File: config.mk
export PLATFORM = sky130hd
export DESIGN_NAME = nv_nvdla_rubik_rd_cdt_ctrl
export DESIGN_NICKNAME = d
export VERILOG_FILES = /design/src/rtl/nv_nvdla_rubik_rd_cdt_ctrl.sv
export SDC_FILE = /design/constraint.sdc
export NUM_CORES = 1
export LEC_CHECK = 0
export CAP_MARGIN = 20
export CORE_UTILIZATION = 49
export DETAILED_ROUTE_END_ITERATION = 10
export PLACE_DENSITY = 0.86
export RECOVER_POWER = 50
export SETUP_SLACK_MARGIN = 0.3
export SLEW_MARGIN = 20
export SYNTH_ARGS = -nofsm -noshare
export SYNTH_HDL_FRONTEND = slang
export SYNTH_SLANG_ARGS = --single-unit
File: constraint.sdc
create_clock -name nvdla_core_clk -period 4.35 [get_ports nvdla_core_clk]
set_input_delay 0.6525 -clock nvdla_core_clk [delete_from_list [all_inputs] [get_ports nvdla_core_clk]]
set_output_delay 0.6525 -clock nvdla_core_clk [all_outputs]
set_load 0.05 [all_outputs]
File: src/rtl/nv_nvdla_rubik_rd_cdt_ctrl.sv
// Rubik read-command splitter: breaks a command into 32B/64B DMA read requests,
// throttled by a credit counter that mirrors free entries in the downstream latency FIFO.
module nv_nvdla_rubik_rd_cdt_ctrl #(
  parameter int unsigned LAT_FIFO_DEPTH = 64,
  parameter int unsigned CDT_W          = 7
) (
  input  logic             nvdla_core_clk,
  input  logic             nvdla_core_rst,
  input  logic             cmd_vld,
  output logic             cmd_rdy,
  input  logic [63:0]      cmd_addr,
  input  logic [14:0]      cmd_len,
  output logic             rd_req_vld,
  input  logic             rd_req_rdy,
  output logic [78:0]      rd_req_pd,
  input  logic             rd_cdt_lat_fifo_pop,
  output logic             cmd_done,
  output logic [CDT_W-1:0] cdt_cnt
);

  typedef enum logic {
    IDLE = 1'b0,
    REQ  = 1'b1
  } state_e;

  localparam logic [CDT_W-1:0] CDT_MAX = CDT_W'(LAT_FIFO_DEPTH);

  state_e           state_q, state_d;
  logic [63:0]      cur_addr_q, cur_addr_d;
  logic [15:0]      remain_q, remain_d;
  logic [CDT_W-1:0] cdt_cnt_q, cdt_cnt_d;
  logic             cmd_done_q, cmd_done_d;

  logic             req_64b;
  logic             req_fire;
  logic [15:0]      remain_nxt;
  logic             unused_addr_lsb;

  assign unused_addr_lsb = ^cmd_addr[4:0];

  // A 64B request must not straddle a 64B boundary and must not overrun the command.
  assign req_64b    = !(cur_addr_q[5] || (remain_q == 16'd1));
  assign remain_nxt = remain_q - (req_64b ? 16'd2 : 16'd1);

  assign cmd_rdy    = (state_q == IDLE);
  assign rd_req_vld = (state_q == REQ) && (cdt_cnt_q != '0) && !nvdla_core_rst;
  assign rd_req_pd  = {14'd0, req_64b, cur_addr_q};
  assign req_fire   = rd_req_vld && rd_req_rdy;
  assign cmd_done   = cmd_done_q;
  assign cdt_cnt    = cdt_cnt_q;

  always_comb begin
    state_d    = state_q;
    cur_addr_d = cur_addr_q;
    remain_d   = remain_q;
    cmd_done_d = 1'b0;
    unique case (state_q)
      IDLE: begin
        if (cmd_vld) begin
          cur_addr_d = {cmd_addr[63:5], 5'b0};
          remain_d   = {1'b0, cmd_len} + 16'd1;
          state_d    = REQ;
        end
      end
      REQ: begin
        if (req_fire) begin
          cur_addr_d = cur_addr_q + (req_64b ? 64'd64 : 64'd32);
          remain_d   = remain_nxt;
          if (remain_nxt == '0) begin
            state_d    = IDLE;
            cmd_done_d = 1'b1;
          end
        end
      end
      default: state_d = IDLE;
    endcase
  end

  // Credits are independent of the FSM; a pop and a request in the same cycle cancel.
  always_comb begin
    cdt_cnt_d = cdt_cnt_q;
    if (rd_cdt_lat_fifo_pop && !req_fire) begin
      cdt_cnt_d = (cdt_cnt_q == CDT_MAX) ? cdt_cnt_q : cdt_cnt_q + 1'b1;
    end else if (req_fire && !rd_cdt_lat_fifo_pop) begin
      cdt_cnt_d = cdt_cnt_q - 1'b1;
    end
  end

  always_ff @(posedge nvdla_core_clk) begin
    if (nvdla_core_rst) begin
      state_q    <= IDLE;
      cur_addr_q <= '0;
      remain_q   <= '0;
      cdt_cnt_q  <= CDT_MAX;
      cmd_done_q <= 1'b0;
    end else begin
      state_q    <= state_d;
      cur_addr_q <= cur_addr_d;
      remain_q   <= remain_d;
      cdt_cnt_q  <= cdt_cnt_d;
      cmd_done_q <= cmd_done_d;
    end
  end

  cdt_overflow_chk: assert property (@(posedge nvdla_core_clk) disable iff (nvdla_core_rst)
    !(rd_cdt_lat_fifo_pop && !req_fire && (cdt_cnt_q == CDT_MAX)));

  cdt_underflow_chk: assert property (@(posedge nvdla_core_clk) disable iff (nvdla_core_rst)
    !(req_fire && (cdt_cnt_q == '0)));

endmodule

==> results of run 1 <==
-- registers in the layout, indices dropped and copies added, names as in the netlist --
name and count:
cdt_cnt 7, cmd_done 1, cur_addr_q 59, remain_q 16
state_q 1
-- routing by layer --
metal  global-route usage [%]  share of wire (%)  wire length [um]
met1                     36.9                 42              7910
met2                     47.0                 47              8840
met3                     4.57                8.5              1600
met4                     12.3                2.3               425
met5                        0                  0                 0
-- cells in the mapped netlist, types with 5 or more instances --
cell / instances
sky130_fd_sc_hd__clkbuf_1: 44
sky130_fd_sc_hd__nand2_1: 70
sky130_fd_sc_hd__o32ai_1: 6
sky130_fd_sc_hd__o22ai_1: 14
sky130_fd_sc_hd__o21a_1: 5
sky130_fd_sc_hd__a21oi_1: 91
sky130_fd_sc_hd__nor2_1: 69
sky130_fd_sc_hd__nor3_1: 30
sky130_fd_sc_hd__nor2b_1: 9
sky130_fd_sc_hd__inv_1: 17
sky130_fd_sc_hd__ha_1: 9
sky130_fd_sc_hd__a21o_1: 7
sky130_fd_sc_hd__nor4_1: 18
sky130_fd_sc_hd__a22oi_1: 7
sky130_fd_sc_hd__mux2i_1: 16
sky130_fd_sc_hd__nand3_1: 39
sky130_fd_sc_hd__or4_1: 10
sky130_fd_sc_hd__xor2_1: 9
sky130_fd_sc_hd__and4_1: 8
sky130_fd_sc_hd__nand4_1: 19
sky130_fd_sc_hd__and3_1: 24
sky130_fd_sc_hd__o211ai_1: 15
sky130_fd_sc_hd__dfxtp_1: 84
sky130_fd_sc_hd__o21ai_0: 56
sky130_fd_sc_hd__buf_4: 21
sky130_fd_sc_hd__xnor2_1: 12
sky130_fd_sc_hd__a211oi_1: 13
sky130_fd_sc_hd__or3_1: 13
sky130_fd_sc_hd__buf_2: 9
sky130_fd_sc_hd__a31oi_1: 14
-- final cells by class --
type,count,area [um2]
repair buffers,161,1570
flip-flops and latches,84,1680
clock buffers,9,225
multi-input cells,673,4070
well taps,168,210
inverters,18,67.6
fillers,1087,4210
clock inverters,7,75.1
-- power by group through the flow --
stage | logic [mW] | clock network, mW | registers, mW
floorplan | 0.626 | 0 | 1.19
global placement | 1.14 | 0 | 0.993
detailed placement | 1.16 | 0 | 0.994
CTS | 1.17 | 0.788 | 0.978
global route | 1.23 | 0.823 | 0.993
finish | 1.14 | 0.791 | 0.978
-- worst reg2reg max path: cells and delay by family (launching register included) --
kind	cells	cell delay, ns
buffers and inverters	2	0.26
flip-flops	1	0.38
adder cells (fa/ha/maj)	1	0.32
AND/OR/NAND/NOR	8	2.40
AO/OA/AOI/OAI	2	0.35
-- per-stage QoR --
stage	instances	power (mW)
2_1_floorplan	854	1.82
3_3_place_gp	1104	2.13
3_5_place_dp	1104	2.15
4_1_cts	1120	2.93
5_1_grt	1120	3.04
6_report	1120	2.91
-- final timing paths --
kind / to
setup / recovery: cur_addr_q[40]$_SDFFE_PP0P_
hold / removal: remain_q[0]$_SDFFE_PP0P_
setup reg to reg: cur_addr_q[40]$_SDFFE_PP0P_
hold reg to reg: remain_q[0]$_SDFFE_PP0P_
-- kinds of logic (layout without fill, tap and decap cells) --
kind of cell / Yosys count / in the layout / synth area share (%)
AND/OR/NAND/NOR: 355 / 355 / 32.2
AO/OA/AOI/OAI: 251 / 251 / 24.7
buffers and inverters: 97 / 195 / 7.65
flip-flops: 84 / 84 / 27.4
XOR/XNOR: 21 / 21 / 2.99
multiplexers: 16 / 16 / 2.60
adder cells (fa/ha/maj): 11 / 11 / 2.48
other: 1 / 19 / 0.0610
==> PnR_summary.wiki, run 1 <==
{| class="wikitable"
! Metric !! Value
|-
| Global placer's final weighted congestion || 0.894
|-
| Detailed-placement wirelength estimate || 13000 um
|-
| Power per Cell Area || between 300 and 400 nW/um2
|-
| Clk pin slew, worst setup/hold paths || 0.06 ns
|-
| Buffer levels on the longest clock path || 2
|-
| Startpoint of the worst register-to-register path || remain_q[7]$_SDFFE_PP0P_
|-
| Starting utilization of the core area || 50.8%
|-
| Reg2reg path depth || 13
|-
| Critical Path Stages || 13
|-
| Register-to-register path setup slack || about 0.55 ns
|-
| Post-Route WL || between 15000 and 20000 um
|-
| Actual slew at the worst max-slew pin || between 1 and 1.5 ns
|-
| Worst Path Max Fanout || 8
|-
| Switching power total || 1.18 mW
|-
| Die outline area || 13000 um2
|-
| Required time of the worst setup path || between 4 and 5 ns
|-
| CTS Root Cell || sky130_fd_sc_hd__clkbuf_16
|-
| F_max || 0.263 GHz
|-
| Number of slew-limit violations in the final report || 0
|-
| Post-CTS setup buffer count || 0
|-
| Most common library cell in the layout ignoring fill and taps || sky130_fd_sc_hd__a21oi_1
|-
| Nature of the critical path startpoint || flip-flop
|-
| Critical path cell sequence || or4_1 > nor3b_1 > and4_1 > or2_2 > inv_1 > ha_1 > a21o_1 > nand2_2 > nor4_4 > buf_4 > or3b_1 > or4_1 > a31oi_1
|-
| Count of routing violations after the opening detailed-route iteration || between 700 and 800
|-
| Final Setup Violations || 0
|-
| Library cell occupying the most area in the post-synthesis netlist || sky130_fd_sc_hd__dfxtp_1
|-
| Cell area after technology mapping || about 6100 um2
|-
| Final standard cell area without fillers || 7900 um2
|-
| Proportion of total power due to net switching || just over 40%
|-
| Top cell by count, worst path || sky130_fd_sc_hd__or4_1
|-
| Die H || approximately 110 um
|-
| Average detailed-routed wire length per instance || around 17 um
|-
| Share of async-settable or async-resettable flops after synthesis || 0%
|-
| Net count of the finished layout || roughly 1000
|-
| EDFF count, synth || 0
|-
| Congestion Overflow GR || 0
|-
| Number of buffers created by CTS || 9
|-
| Run status || completed
|-
| Min-Delay Startpoint || remain_q[0]$_SDFFE_PP0P_
|-
| Final critical-path setup slack || roughly 0.55 ns
|-
| Layout Area Growth over Synthesis || 28.5%
|-
| Largest net degree at the start of global routing || slightly below 90
|-
| Post-route minimum period || between 3 and 4 ns
|-
| Cell types occupying the most area after synthesis || sky130_fd_sc_hd__dfxtp_1, sky130_fd_sc_hd__a21oi_1, sky130_fd_sc_hd__o21ai_0, sky130_fd_sc_hd__nand2_1, sky130_fd_sc_hd__nor2_1
|-
| Worst-Skew Late Latency || ~0.35 ns
|-
| Total number of clock tree sinks || 84
|-
| Count of unique library cells instantiated by Yosys || between 70 and 80
|-
| Share of power burned in registers || around a third
|-
| Yosys warns || 0
|-
| Fraction of power consumed by combinational cells || about two fifths
|-
| Count of inserted antenna diode cells || 0
|-
| Crit path from || remain_q[7]$_SDFFE_PP0P_
|-
| Hold violation count in the final report || 0
|-
| DRT Pass-1 Iters || 6
|-
| Core region area || between 10000 and 15000 um2
|-
| Setup repair after global routing missed its margin || no
|-
| Number of maximum-capacitance constraint violations || 0
|-
| Number of vias per cell || 6.14
|-
| Worst setup path class || flip-flop to flip-flop
|-
| PortBufs || approximately 150
|-
| Final standard cell utilization of the core || approximately two thirds
|-
| Pleak || about 3.0 nW
|-
| Cell internal pwr || 1.73 mW
|-
| Post-synthesis area per instance || between 7 and 8 um2
|-
| Hold buffers post-CTS || 0
|-
| Standard cell area after detailed placement || approximately 7600 um2
|-
| Residual antenna-violating net count after detailed routing || 0
|-
| Commonest cells after routing, fill and taps aside || sky130_fd_sc_hd__a21oi_1, sky130_fd_sc_hd__dfxtp_1, sky130_fd_sc_hd__clkdlybuf4s50_1, sky130_fd_sc_hd__nand2_1, sky130_fd_sc_hd__nor2_1
|-
| Predominant post-synthesis flop cell || sky130_fd_sc_hd__dfxtp_1
|-
| Row Count || 40
|-
| First-pass GRT wire length || around 30000 um
|-
| Worst hold-check slack || just under 0.5 ns
|-
| Gate Count Post-Synth || 836
|-
| Die outline width || 114 um
|-
| Total via count after detailed routing || a little under 7000
|-
| Clk_skew || about 0.011 ns
|-
| Type of element capturing the critical path || flip-flop
|-
| Vias in the first global route || approximately 6200
|-
| CTS tree || yes
|-
| Part of the cycle the worst path needs || between 80% and 90%
|-
| I/O pin total || ~170
|-
| Clock power share || a little over a quarter
|-
| Proportion of netlist area held by the largest area contributor || 27.4%
|-
| Number of cells on the worst hold path || 2
|-
| Setup Slack @ Placement || ~0.59 ns
|-
| Post-cts gate resize count || 0
|-
| Data arrival time of the worst path || just over 4 ns
|-
| Sequential element share of the synthesized area || 27.4%
|-
| Top delay family on crit path || simple AND/OR/NAND/NOR gates
|-
| Total number of H-tree levels || 3
|-
| # DRC || 0
|-
| Buffer and inverter count on the worst path || 2
|-
| Ratio of cells with drive above 1 in the final layout || 5.57%
|-
| Slowest cell delay on critical path || 0.59 ns
|-
| Number of antenna violations at the first check in global routing || 0
|-
| Setup TNS || 0 ns
|-
| Synthesis-stage register bit count || 84
|-
| Worst rel slew slack || between 20% and 30%
|-
| Total GRT Usage || 28.5%
|-
| Max VDD drop || 0.421 mV
|-
| Standard cell with the maximum stage delay on the critical path || sky130_fd_sc_hd__or4_1
|-
| Hold crit path type || flip-flop to flip-flop
|}
Power figures use the tool's default switching activity.
==> run 2, diff against run 1 <==
--- a/config.mk
+++ b/config.mk
@@ -6,9 +6,9 @@
 export NUM_CORES = 1
 export LEC_CHECK = 0
 export CAP_MARGIN = 20
-export CORE_UTILIZATION = 49
+export CORE_UTILIZATION = 44
 export DETAILED_ROUTE_END_ITERATION = 10
-export PLACE_DENSITY = 0.86
+export PLACE_DENSITY = 0.81
 export RECOVER_POWER = 50
 export SETUP_SLACK_MARGIN = 0.3
 export SLEW_MARGIN = 20
==> constraint.sdc (replaced) <==
create_clock -name nvdla_core_clk -period 3.2 [get_ports nvdla_core_clk]
set_input_delay 0.48 -clock nvdla_core_clk [delete_from_list [all_inputs] [get_ports nvdla_core_clk]]
set_output_delay 0.48 -clock nvdla_core_clk [all_outputs]
set_load 0.05 [all_outputs]
==> PnR_summary.wiki, run 2 (synthesis results as in run 1) <==
{| class="wikitable"
! Metric !! Value
|-
| F_max || 0.291 GHz (+11%)
|-
| Total number of H-tree levels || 3 (unchanged)
|-
| Pleak || 3.61 nW (+20%)
|-
| Buffer and inverter count on the worst path || 2 (unchanged)
|-
| Number of maximum-capacitance constraint violations || 0 (unchanged)
|-
| Nature of the critical path startpoint || flip-flop
|-
| Count of fill cells added during filler insertion || 1076 (-1.0%)
|-
| First-pass GRT wire length || 33100 um (+11%)
|-
| Share of power burned in registers || 30.8% (-2.8 points)
|-
| Worst Path Max Fanout || 3 (-5)
|-
| Hold violation count in the final report || 0 (unchanged)
|-
| Final Setup Violations || 19 (+19)
|-
| Top delay family on crit path || simple AND/OR/NAND/NOR gates
|-
| Number of buffers created by CTS || 9 (unchanged)
|-
| Number of slew-limit violations in the final report || 0 (unchanged)
|-
| Standard cell with the maximum stage delay on the critical path || sky130_fd_sc_hd__or4_4
|-
| # DRC || 0 (unchanged)
|-
| Average detailed-routed wire length per instance || 18.1 um (+8.0%)
|-
| Proportion of total power due to net switching || 40.0% (-0.42 points)
|-
| Ratio of cells with drive above 1 in the final layout || 21.8% (+16 points)
|-
| Run status || complete, but fails checks
|-
| Total via count after detailed routing || 7439 (+8.2%)
|-
| Count of routing violations after the opening detailed-route iteration || 742 (-1.5%)
|-
| Number of antenna violations at the first check in global routing || 0 (unchanged)
|-
| Failing checks || setup timing
|-
| Worst-Skew Late Latency || 0.35 ns (about the same)
|-
| Die outline width || 120 um (+5.4%)
|-
| Buffer levels on the longest clock path || 2 (unchanged)
|-
| Worst setup path class || flip-flop to flip-flop
|-
| Worst rel slew slack || 16.5% (-9.2 points)
|-
| Detailed-placement wirelength estimate || 14000 um (+7.8%)
|-
| Final critical-path setup slack || -0.237 ns (-0.789 ns)
|-
| PortBufs || 148 (unchanged)
|-
| Hold buffers post-CTS || 0 (unchanged)
|-
| Max VDD drop || 0.554 mV (+32%)
|-
| Max FFs per register || 59 (unchanged)
|-
| Clk_skew || 0.00949 ns (-0.00127 ns)
|-
| Global placer's final weighted congestion || 0.932 (+4.2%)
|-
| Starting utilization of the core area || 45.7% (-5.1 points)
|-
| Total GRT Usage || 28.5% (about the same)
|-
| CTS Root Cell || sky130_fd_sc_hd__clkbuf_16
|-
| Total number of clock tree sinks || 84 (unchanged)
|-
| Post-Route WL || 21700 um (+16%)
|-
| Largest Register || cur_addr_q
|-
| Residual antenna-violating net count after detailed routing || 0 (unchanged)
|-
| Commonest cells after routing, fill and taps aside || sky130_fd_sc_hd__clkdlybuf4s50_1, sky130_fd_sc_hd__a21oi_1, sky130_fd_sc_hd__dfxtp_1, sky130_fd_sc_hd__nor2_1, sky130_fd_sc_hd__dlygate4sd3_1
|-
| Worst hold-check slack || 0.482 ns (-0.00111 ns)
|-
| Switching power total || 1.74 mW (+48%)
|-
| Setup repair after global routing missed its margin || yes
|-
| Setup Slack @ Placement || -0.415 ns (-1.01 ns)
|-
| Clk pin slew, worst setup/hold paths || 0.06 ns (about the same)
|-
| Row Count || 42 (+5.0%)
|-
| Most common library cell in the layout ignoring fill and taps || sky130_fd_sc_hd__clkdlybuf4s50_1
|-
| Largest net degree at the start of global routing || 85 (-2.3%)
|-
| Actual slew at the worst max-slew pin || 1.24 ns (+0.127 ns)
|-
| Slowest cell delay on critical path || 0.56 ns (-0.03 ns)
|-
| Net count of the finished layout || 1115 (+7.0%)
|-
| Type of element capturing the critical path || flip-flop
|-
| Congestion Overflow GR || 0 (unchanged)
|-
| Vias in the first global route || 6509 (+4.5%)
|-
| DRT Pass-1 Iters || 6 (unchanged)
|-
| Required time of the worst setup path || 3.47 ns (-1.15 ns)
|-
| Part of the cycle the worst path needs || 107% (+20 points)
|-
| CTS tree || yes
|-
| Power per Cell Area || 473 nW/um2 (+28%)
|-
| Layout Area Growth over Synthesis || 49.3%
|-
| Post-route minimum period || 3.44 ns (-0.361 ns)
|-
| I/O pin total || 173 (unchanged)
|-
| Number of vias per cell || 6.20 (+1.1%)
|-
| Data arrival time of the worst path || 3.71 ns (-0.35 ns)
|-
| Clock power share || 23.8% (-3.4 points)
|-
| Fraction of power consumed by combinational cells || 45.4% (+6.2 points)
|-
| Count of inserted antenna diode cells || 0 (unchanged)
|-
| Core region area || 13500 um2 (+11%)
|-
| Critical path cell sequence || or4_4 > nor3b_4 > and4_1 > or2_4 > buf_6 > inv_4 > ha_4 > a21o_1 > nand2_4 > nor4_4 > or3b_1 > or4_1 > a31oi_1
|-
| Hold crit path type || flip-flop to flip-flop
|-
| Die outline area || 14500 um2 (+11%)
|-
| Cell internal pwr || 2.60 mW (+50%)
|-
| Die H || 120 um (+5.4%)
|}
[run 2: cell count changes in the layout (fill, tap and decap cells not counted), moves of 10 or more]
cell / change
sky130_fd_sc_hd__o21ai_0: -28
sky130_fd_sc_hd__buf_4: +48
sky130_fd_sc_hd__o21ai_1: +23
sky130_fd_sc_hd__buf_6: +25
sky130_fd_sc_hd__a21oi_2: +10
sky130_fd_sc_hd__a21oi_1: -13
sky130_fd_sc_hd__nor3_1: -10
sky130_fd_sc_hd__dfxtp_2: +11
sky130_fd_sc_hd__dfxtp_1: -13
[run 2: layout make-up]
| type | instances | area (um2) | area share, % |
|---|---|---|---|
| multi-input cells | 673 | 4660 | 50.8 |
| repair buffers | 234 | 2250 | 24.5 |
| flip-flops and latches | 84 | 1700 | 18.6 |
| clock buffers | 11 | 233 | 2.54 |
| well taps | 176 | 220 | 2.40 |
| inverters | 18 | 70.1 | 0.763 |
| clock inverters | 3 | 40.0 | 0.436 |
[run 2: power groups by stage]
stage	clock network (mW)	registers [mW]	logic, mW
after floorplan	0	1.63	0.903
after global placement	0	1.34	1.72
after detailed placement	0	1.34	1.75
after CTS	1.04	1.33	1.85
after global routing	1.10	1.36	2.10
final	1.03	1.34	1.97
[run 2: per-layer routing]
| metal | global-route usage, % | up-vias | routed length (um) |
|---|---|---|---|
| li1 | - | 3446 | - |
| met1 | 38.3 | 3503 | 8990 |
| met2 | 44.3 | 426 | 9940 |
| met3 | 4.34 | 64 | 1930 |
| met4 | 14.7 | 0 | 867 |
| met5 | 0 | - | 0 |
[run 2: worst paths after layout]
check | end | depth (start not counted) | slack (ns) | from
worst min register to register | remain_q[0]$_SDFFE_PP0P_ | 2 | 0.48 | remain_q[0]$_SDFFE_PP0P_
worst max-delay path | cur_addr_q[40]$_SDFFE_PP0P_ | 13 | -0.24 | remain_q[8]$_SDFFE_PP0P_
worst max register to register | cur_addr_q[40]$_SDFFE_PP0P_ | 13 | -0.24 | remain_q[8]$_SDFFE_PP0P_
worst min-delay path | remain_q[0]$_SDFFE_PP0P_ | 2 | 0.48 | remain_q[0]$_SDFFE_PP0P_
[run 2: repair_timing]
action / CTS / global route
gates resized for setup: 70 / 96
buffers inserted: 15 / 17
pin swaps: 61 / 58
endpoints found under the setup margin: 64 / 73
[run 2: through the flow]
step	TNS (ns)	std cells	utilization, %	total power [mW]	cell area [um2]
after floorplan	-0.0963	854	-	2.54	6340
after global placement	-0.828	1153	59.8	3.06	8050
after detailed placement	-2.23	1153	59.8	3.09	8050
after CTS	-0.929	1182	64.5	4.21	8670
after global routing	-4.36	1199	68.2	4.56	9180
final	-1.88	1199	68.2	4.34	9180
[run 2: worst register-to-register path: cells and delay by family, from the launching register on]
family	cells	cell delay, ns
buffers and inverters	2	0.15
AO/OA/AOI/OAI	2	0.30
adder cells (fa/ha/maj)	1	0.26
flip-flops	1	0.32
AND/OR/NAND/NOR	8	2.33
